===== config.mk =====
export PLATFORM = sky130hd
export DESIGN_NAME = board_rx_flat
export DESIGN_NICKNAME = d
export VERILOG_FILES = /design/src/rtl/go_pkg.sv /design/src/rtl/board_rx_if.sv /design/src/rtl/board_rx_timer.sv /design/src/rtl/board_rx.sv /design/src/flat_wrapper.sv
export SDC_FILE = /design/constraint.sdc
export NUM_CORES = 1
export LEC_CHECK = 0
export CORE_MARGIN = 5
export CORE_UTILIZATION = 58
export CTS_CLUSTER_DIAMETER = 200
export CTS_CLUSTER_SIZE = 16
export DETAILED_ROUTE_END_ITERATION = 16
export PLACE_DENSITY_LB_ADDON = 0.25
export SLEW_MARGIN = 20
export SYNTH_ARGS = -nofsm -noshare
export SYNTH_HDL_FRONTEND = slang
export SYNTH_HIERARCHICAL = 1
export SYNTH_SLANG_ARGS = --single-unit

===== constraint.sdc =====
create_clock -name clk_in -period 4.5 [get_ports clk_in]
set_input_delay 0.45 -clock clk_in [delete_from_list [all_inputs] [get_ports clk_in]]
set_output_delay 0.45 -clock clk_in [all_outputs]
set_load 0.01 [all_outputs]

===== src/rtl/go_pkg.sv =====
// Shared Go types: cell codes, 9x9 board layout and board_rx framing constants.
// Used by board_rx and the game state machine.
package go_pkg;

    typedef logic [1:0] cell_t;

    localparam cell_t CELL_E = 2'b00;
    localparam cell_t CELL_B = 2'b01;
    localparam cell_t CELL_W = 2'b10;
    localparam cell_t CELL_X = 2'b11;

    localparam int BOARD_N       = 9;
    localparam int NUM_CELLS     = BOARD_N * BOARD_N;
    localparam int PAYLOAD_BYTES = 21;

    typedef cell_t [BOARD_N-1:0][BOARD_N-1:0] board_t;
    // Flat cell list; cell k sits at the same bit offset as board[k/9][k%9].
    typedef cell_t [NUM_CELLS-1:0] cells_t;

    localparam logic [7:0] BOARD_RX_HEADER      = 8'hA5;
    localparam int         BOARD_RX_TIMEOUT_CYC = 100000;

    typedef enum logic [2:0] {
        RX_IDLE,
        RX_PAYLOAD,
        RX_CHECK,
        RX_COMMIT,
        RX_ERROR
    } rx_state_t;

endpackage


===== src/rtl/board_rx_if.sv =====
// Byte stream in, committed board and frame status out.
// master = UART/game side driving bytes, slave = board_rx.
interface board_rx_if;
    import go_pkg::*;

    logic [7:0] rx_data;
    logic       rx_valid;
    board_t     board_out;
    logic       rx_ready;
    logic       frame_ok;
    logic       frame_err;

    modport master (
        output rx_data, rx_valid,
        input  board_out, rx_ready, frame_ok, frame_err
    );

    modport slave (
        input  rx_data, rx_valid,
        output board_out, rx_ready, frame_ok, frame_err
    );

endinterface


===== src/rtl/board_rx_timer.sv =====
// Saturating inter-byte gap counter; o_expired is high while the count equals LIMIT.
// Clear wins over enable; the count never wraps.
module board_rx_timer #(
    parameter int LIMIT = 100000
) (
    input  logic clk_in,
    input  logic reset_n,
    input  logic i_clr,
    input  logic i_en,
    output logic o_expired
);

    localparam int CW = $clog2(LIMIT + 1);
    localparam logic [CW-1:0] LIMIT_W = CW'(LIMIT);

    logic [CW-1:0] r_cnt;

    always_ff @(posedge clk_in) begin
        if (!reset_n) begin
            r_cnt <= '0;
        end else if (i_clr) begin
            r_cnt <= '0;
        end else if (i_en && r_cnt != LIMIT_W) begin
            r_cnt <= r_cnt + CW'(1);
        end
    end

    assign o_expired = (r_cnt == LIMIT_W);

endmodule


===== src/rtl/board_rx.sv =====
// Frame receiver: header + 21 payload bytes (+ XOR checksum when BOARD_RX_CHECKSUM_EN) -> 9x9 board.
// Outputs update one cycle after the last byte; no backpressure, bytes in COMMIT/ERROR are dropped.
module board_rx
    import go_pkg::*;
#(
    parameter int TIMEOUT_CYC = BOARD_RX_TIMEOUT_CYC
) (
    input  logic        clk_in,
    input  logic        reset_n,
    board_rx_if.slave   rx
);

    rx_state_t  r_state;
    logic [4:0] r_cnt;
    cells_t     r_shadow;
    logic       r_illegal;
    board_t     r_board;
    logic       r_ready;
    logic       r_ok;
    logic       r_err;
`ifdef BOARD_RX_CHECKSUM_EN
    logic [7:0] r_acc;
`endif

    logic [6:0] w_base;
    logic       w_byte_illegal;
    logic       w_illegal_nxt;
    logic       w_last;
    logic       w_timer_en;
    logic       w_timeout;

    assign w_base        = {r_cnt, 2'b00};
    assign w_last        = (r_cnt == 5'(PAYLOAD_BYTES - 1));
    assign w_illegal_nxt = r_illegal | w_byte_illegal;
    assign w_timer_en    = (r_state == RX_PAYLOAD) || (r_state == RX_CHECK);

    // Only cells that exist count; the unused top bits of the last byte are ignored.
    always_comb begin
        w_byte_illegal = 1'b0;
        for (int j = 0; j < 4; j++) begin
            if ((w_base + 7'(j)) < 7'(NUM_CELLS) && rx.rx_data[2*j +: 2] == CELL_X) begin
                w_byte_illegal = 1'b1;
            end
        end
    end

    board_rx_timer #(
        .LIMIT (TIMEOUT_CYC)
    ) u_timer (
        .clk_in    (clk_in),
        .reset_n   (reset_n),
        .i_clr     (rx.rx_valid || !w_timer_en),
        .i_en      (w_timer_en),
        .o_expired (w_timeout)
    );

    always_ff @(posedge clk_in) begin
        if (!reset_n) begin
            r_state   <= RX_IDLE;
            r_cnt     <= '0;
            r_shadow  <= '0;
            r_illegal <= 1'b0;
            r_board   <= '0;
            r_ready   <= 1'b0;
            r_ok      <= 1'b0;
            r_err     <= 1'b0;
`ifdef BOARD_RX_CHECKSUM_EN
            r_acc     <= '0;
`endif
        end else begin
            r_ok  <= 1'b0;
            r_err <= 1'b0;
            case (r_state)
                RX_IDLE: begin
                    if (rx.rx_valid && rx.rx_data == BOARD_RX_HEADER) begin
                        r_state   <= RX_PAYLOAD;
                        r_cnt     <= '0;
                        r_illegal <= 1'b0;
`ifdef BOARD_RX_CHECKSUM_EN
                        r_acc     <= '0;
`endif
                    end
                end
                RX_PAYLOAD: begin
                    if (w_timeout) begin
                        r_state <= RX_ERROR;
                    end else if (rx.rx_valid) begin
                        for (int j = 0; j < 4; j++) begin
                            if ((w_base + 7'(j)) < 7'(NUM_CELLS)) begin
                                r_shadow[w_base + 7'(j)] <= rx.rx_data[2*j +: 2];
                            end
                        end
                        r_illegal <= w_illegal_nxt;
                        r_cnt     <= r_cnt + 5'd1;
`ifdef BOARD_RX_CHECKSUM_EN
                        r_acc     <= r_acc ^ rx.rx_data;
                        if (w_last) begin
                            r_state <= RX_CHECK;
                        end
`else
                        if (w_last) begin
                            r_state <= w_illegal_nxt ? RX_ERROR : RX_COMMIT;
                        end
`endif
                    end
                end
`ifdef BOARD_RX_CHECKSUM_EN
                RX_CHECK: begin
                    if (w_timeout) begin
                        r_state <= RX_ERROR;
                    end else if (rx.rx_valid) begin
                        r_state <= (rx.rx_data == r_acc && !r_illegal) ? RX_COMMIT : RX_ERROR;
                    end
                end
`endif
                RX_COMMIT: begin
                    r_board <= board_t'(r_shadow);
                    r_ready <= 1'b1;
                    r_ok    <= 1'b1;
                    r_state <= RX_IDLE;
                end
                RX_ERROR: begin
                    r_err   <= 1'b1;
                    r_state <= RX_IDLE;
                end
                default: begin
                    r_state <= RX_IDLE;
                end
            endcase
        end
    end

    assign rx.board_out = r_board;
    assign rx.rx_ready  = r_ready;
    assign rx.frame_ok  = r_ok;
    assign rx.frame_err = r_err;

endmodule


===== src/flat_wrapper.sv =====
// flat-port wrapper written by rule: the top's interface ports become plain ports
module board_rx_flat import go_pkg::*;
#(
    parameter int TIMEOUT_CYC = BOARD_RX_TIMEOUT_CYC
)
  (clk_in, reset_n, rx_rx_data, rx_rx_valid, rx_board_out, rx_rx_ready, rx_frame_ok, rx_frame_err);
  board_rx_if rx_i ();
  input  logic clk_in;
  input  logic reset_n;
  input wire logic [$bits(rx_i.rx_data)-1:0] rx_rx_data;
  input wire logic [$bits(rx_i.rx_valid)-1:0] rx_rx_valid;
  output wire logic [$bits(rx_i.board_out)-1:0] rx_board_out;
  output wire logic [$bits(rx_i.rx_ready)-1:0] rx_rx_ready;
  output wire logic [$bits(rx_i.frame_ok)-1:0] rx_frame_ok;
  output wire logic [$bits(rx_i.frame_err)-1:0] rx_frame_err;
  assign rx_i.rx_data = rx_rx_data;
  assign rx_i.rx_valid = rx_rx_valid;
  assign rx_board_out = rx_i.board_out;
  assign rx_rx_ready = rx_i.rx_ready;
  assign rx_frame_ok = rx_i.frame_ok;
  assign rx_frame_err = rx_i.frame_err;
  board_rx #(.TIMEOUT_CYC(TIMEOUT_CYC)) u_core (.clk_in(clk_in), .reset_n(reset_n), .rx(rx_i));
endmodule

==> summary.md <==
| Metric | Value |
|---|---|
| Largest net degree at the start of global routing | roughly 180 |
| Peak per-stage delay on the critical path | around 0.57 ns |
| Post-route ant nets | 0 |
| TritonRoute pass-1 iters | 5 |
| Vias per cell | roughly 5.7 |
| Syn Area/Cell | just under 9 um^2 |
| Initial core utilization | between 50% and 60% |
| Fmax achieved | about 330 MHz |
| WP data arrival | between 3 and 4 ns |
| Avg WL per Cell | around 17 um |
| Post-synthesis cell type count | ~50 |
| Top delay family on crit path | simple AND/OR/NAND/NOR gates |
| Area Growth Syn to Fin | 18.7% |
| Synth Instances | ~1500 |
| Site row count | between 50 and 60 |
| CTS root buffer | clkbuf_16 |
| Final Wtd Congestion | around 0.86 |
| Setup Viol. Count Final | 0 |
| Vias in the first global route | between 9000 and 10000 |
| Post-layout util | a little over two thirds |
| Post-DP Area | 14500 um^2 |
| Min Tclk post-route | between 3 and 4 ns |
| Crit path cell chain | inv_1 > ha_1 > and4bb_2 > and4_2 > nor2b_2 > buf_4 > nand4_1 > nand3_1 > o21ai_0 |
| DP Cell Count | between 1500 and 2000 |
| Post-CTS setup repair buffer count | 0 |
| Final HPWL DP | roughly 19000 um |
| Mux share of post-synthesis cell area | less than 1% |
| Crit share post-route | approximately two thirds |
| Setup TNS | 0 ns |
| Port Buffers | 175 |
| Yosys warns | 6 |
| Post-Synth XOR/XNOR Area | less than 1% |
| Fin area | about 15000 um^2 |
| Clock buffer depth | 3 |
| Hold Crit Depth | 2 |
| Synthesized-area fraction occupied by adder cells | less than 1% |
| Wire length of the first global-routing pass | ~49000 um |
| Class of the most critical setup path | register to register |
| Crit. path cell count | 9 |
| Die Area | ~25000 um^2 |
| Antenna cells | 0 |
| Outcome | completed |
| Worst relative slew slack | around a quarter |
| Synthesized Nets | approximately 1500 |
| VDD IR max | 272 uV |
| Post-CTS Resized | 0 |
| CP Capture Type | register |
| Total wire length | approximately 31000 um |
| Die Width | approximately 160 um |
| Clk sinks | roughly 350 |
| Register area share after synthesis | 55.2% |
| Compound-Gate Fraction of Synth Area | about 17% |
| RSZ-0062 raised after global routing | false |
| Min Hold Slack | between 0.4 and 0.5 ns |
| Tot GR Track Use | between 20% and 30% |
| CP Launch Type | register |
| Max-cap viol count | 0 |
| 1st-iter DRT viols | 726 |
| Leak | approximately 4.9 nW |
| Cts bufs inserted | 26 |
| P per Cell Area | roughly 350 nW/um^2 |
| Final std cells w/o fill | about 1800 |
| Synthesized-area fraction occupied by and/or/nand/nor cells | between 20 and 25% |
| Core area | between 20000 and 25000 um^2 |
| Fin. max-slew vios | 0 |
| Buf+Inv Stages, Crit Path | 2 |
| Die H | 159 um |
| I/O Pins | around 180 |
| Grt total ovfl | 0 |
| Worst R2R Path Depth | 9 |
| Crit path max fanout | 16 |
| EDFF count, synth | 0 |
| Clock-pin slew on the worst setup and hold paths | 0.07 ns |
| CP Data Required Time | around 4.9 ns |
| Synth Flop Type | dfxtp_1 |
| Synthesized area | 12800 um^2 |
| Hold_buf cts | 0 |
| Via count | 10400 |
| #FFs+latches synth | 353 |
| FFs w/ async S/R, synth | 0% |
| DRC viols | 0 |
| Worst-Skew Late Latency | 0.54 ns |
| Share of post-route cells with drive strength above 1 | 3.55% |
| Antenna violations before repair | 0 |
| TritonCTS clock tree | built |
| Setup skew after layout | around 0.018 ns |
| Final #Nets | about 1600 |
| Worst slew pin tran | between 1 and 1.5 ns |
| Htree depth | 1 |
| Worst hold path class | register to register |
| Largest family of logic cells by synthesized area | simple AND/OR/NAND/NOR gates |
| Final-report hold violation count | 0 |
| CP max-delay cell | nand4_1 |
==> cells by family (layout without fill, tap and decap cells) <==
logic type / after synthesis / after routing
AND/OR/NAND/NOR: 610 / 610
AO/OA/AOI/OAI: 350 / 350
flip-flops: 353 / 353
adder cells (fa/ha/maj): 6 / 6
multiplexers: 2 / 2
buffers and inverters: 127 / 218
XOR/XNOR: 12 / 12
==> per-layer routing <==
layer  global-route usage [%]  share of wire, %  up-vias
met3                     3.67               5.9       48
li1                         -                 -     5117
met2                     39.6                47      274
met5                        0                 0        -
met1                     33.1                45     4920
met4                     5.65               1.8        0
==> worst reg2reg max path, delay by kind of cell, from the launching register on <==
family	cells	cell delay (ns)
fa+ha+maj	1	0.20
buf+inv	2	0.42
compound gates	1	0.11
simple gates	5	1.77
flops	1	0.38
==> area by class of cell <==
cell class                      instances  area [um^2]
Sequential cell                       353         7070
Fill cell                            1734         6570
Multi-Input combinational cell        980         5210
Timing Repair Buffer                  183         1840
Clock buffer                           28          679
Tap cell                              280          350
Inverter                                6         22.5
Clock inverter                          1         16.3
==> cell usage after synthesis, drive strengths merged, types with 9 or more instances <==
master,n,area (um^2)
a21boi,164,1230
o21ai,169,846
nand2,351,1320
nand3,178,896
xor2,9,78.8
buf,47,244
dfxtp,353,7070
nand4,25,175
nor2,16,60.1
clkbuf,74,278
==> sequential cells by signal, indices dropped and copies added (netlist names) <==
signal                flops
u_core/rx.rx_ready        1
u_core/r_shadow         162
u_core/rx.frame_err       1
u_core/rx.board_out     162
u_core/r_illegal          1
u_core/u_timer/r_cnt     17
u_core/r_cnt              5
u_core/rx.frame_ok        1
u_core/r_state            3
==> final timing paths <==
kind | startpoint | end | slack [ns]
hold reg to reg | u_core/r_shadow[54] | u_core/r_shadow[54] | 0.46
setup reg to reg | u_core/u_timer/r_cnt[0] | u_core/r_shadow[157] | 1.45
hold / removal | u_core/r_shadow[54] | u_core/r_shadow[54] | 0.46
setup / recovery | u_core/u_timer/r_cnt[0] | u_core/r_shadow[157] | 1.45
==> power breakdown <==
group | switching (mW) | internal, mW | leakage (nW)
registers | 0.000162 | 3.12 | 2.84
clock network | 1.03 | 1.07 | 0.341
logic | 0.0869 | 0.0323 | 1.75
==> per-stage QoR <==
step	power, mW	worst slack, ns
after floorplan	3.27	2.31
after global placement	3.31	1.69
after global routing	5.51	1.27
after detailed placement	3.31	1.54
after CTS	5.36	1.50
final	5.34	1.45
==> cell usage in the layout, fill, tap and decap left out, types with 3 or more instances in the layout <==
| master | Yosys | final |
|---|---|---|
| and4_2 | 3 | 3 |
| a21oi_1 | 5 | 5 |
| nand4_1 | 22 | 22 |
| xnor2_1 | 3 | 3 |
| nor2_1 | 16 | 15 |
| ha_1 | 6 | 6 |
| or3_1 | 4 | 4 |
| buf_4 | 4 | 5 |
| a21boi_0 | 164 | 164 |
| o21ai_1 | 7 | 7 |
| or4_1 | 4 | 4 |
| nand2_1 | 351 | 351 |
| inv_1 | 6 | 6 |
| nand4_2 | 3 | 3 |
| xor2_1 | 9 | 9 |
| and3_1 | 5 | 5 |
| clkdlybuf4s50_1 | 0 | 174 |
| o21ai_0 | 162 | 162 |
| nand3_1 | 177 | 177 |
| clkbuf_16 | 0 | 27 |
| dfxtp_1 | 353 | 353 |
| o211ai_1 | 3 | 3 |
Note: power is estimated with default switching activity, not from simulation.
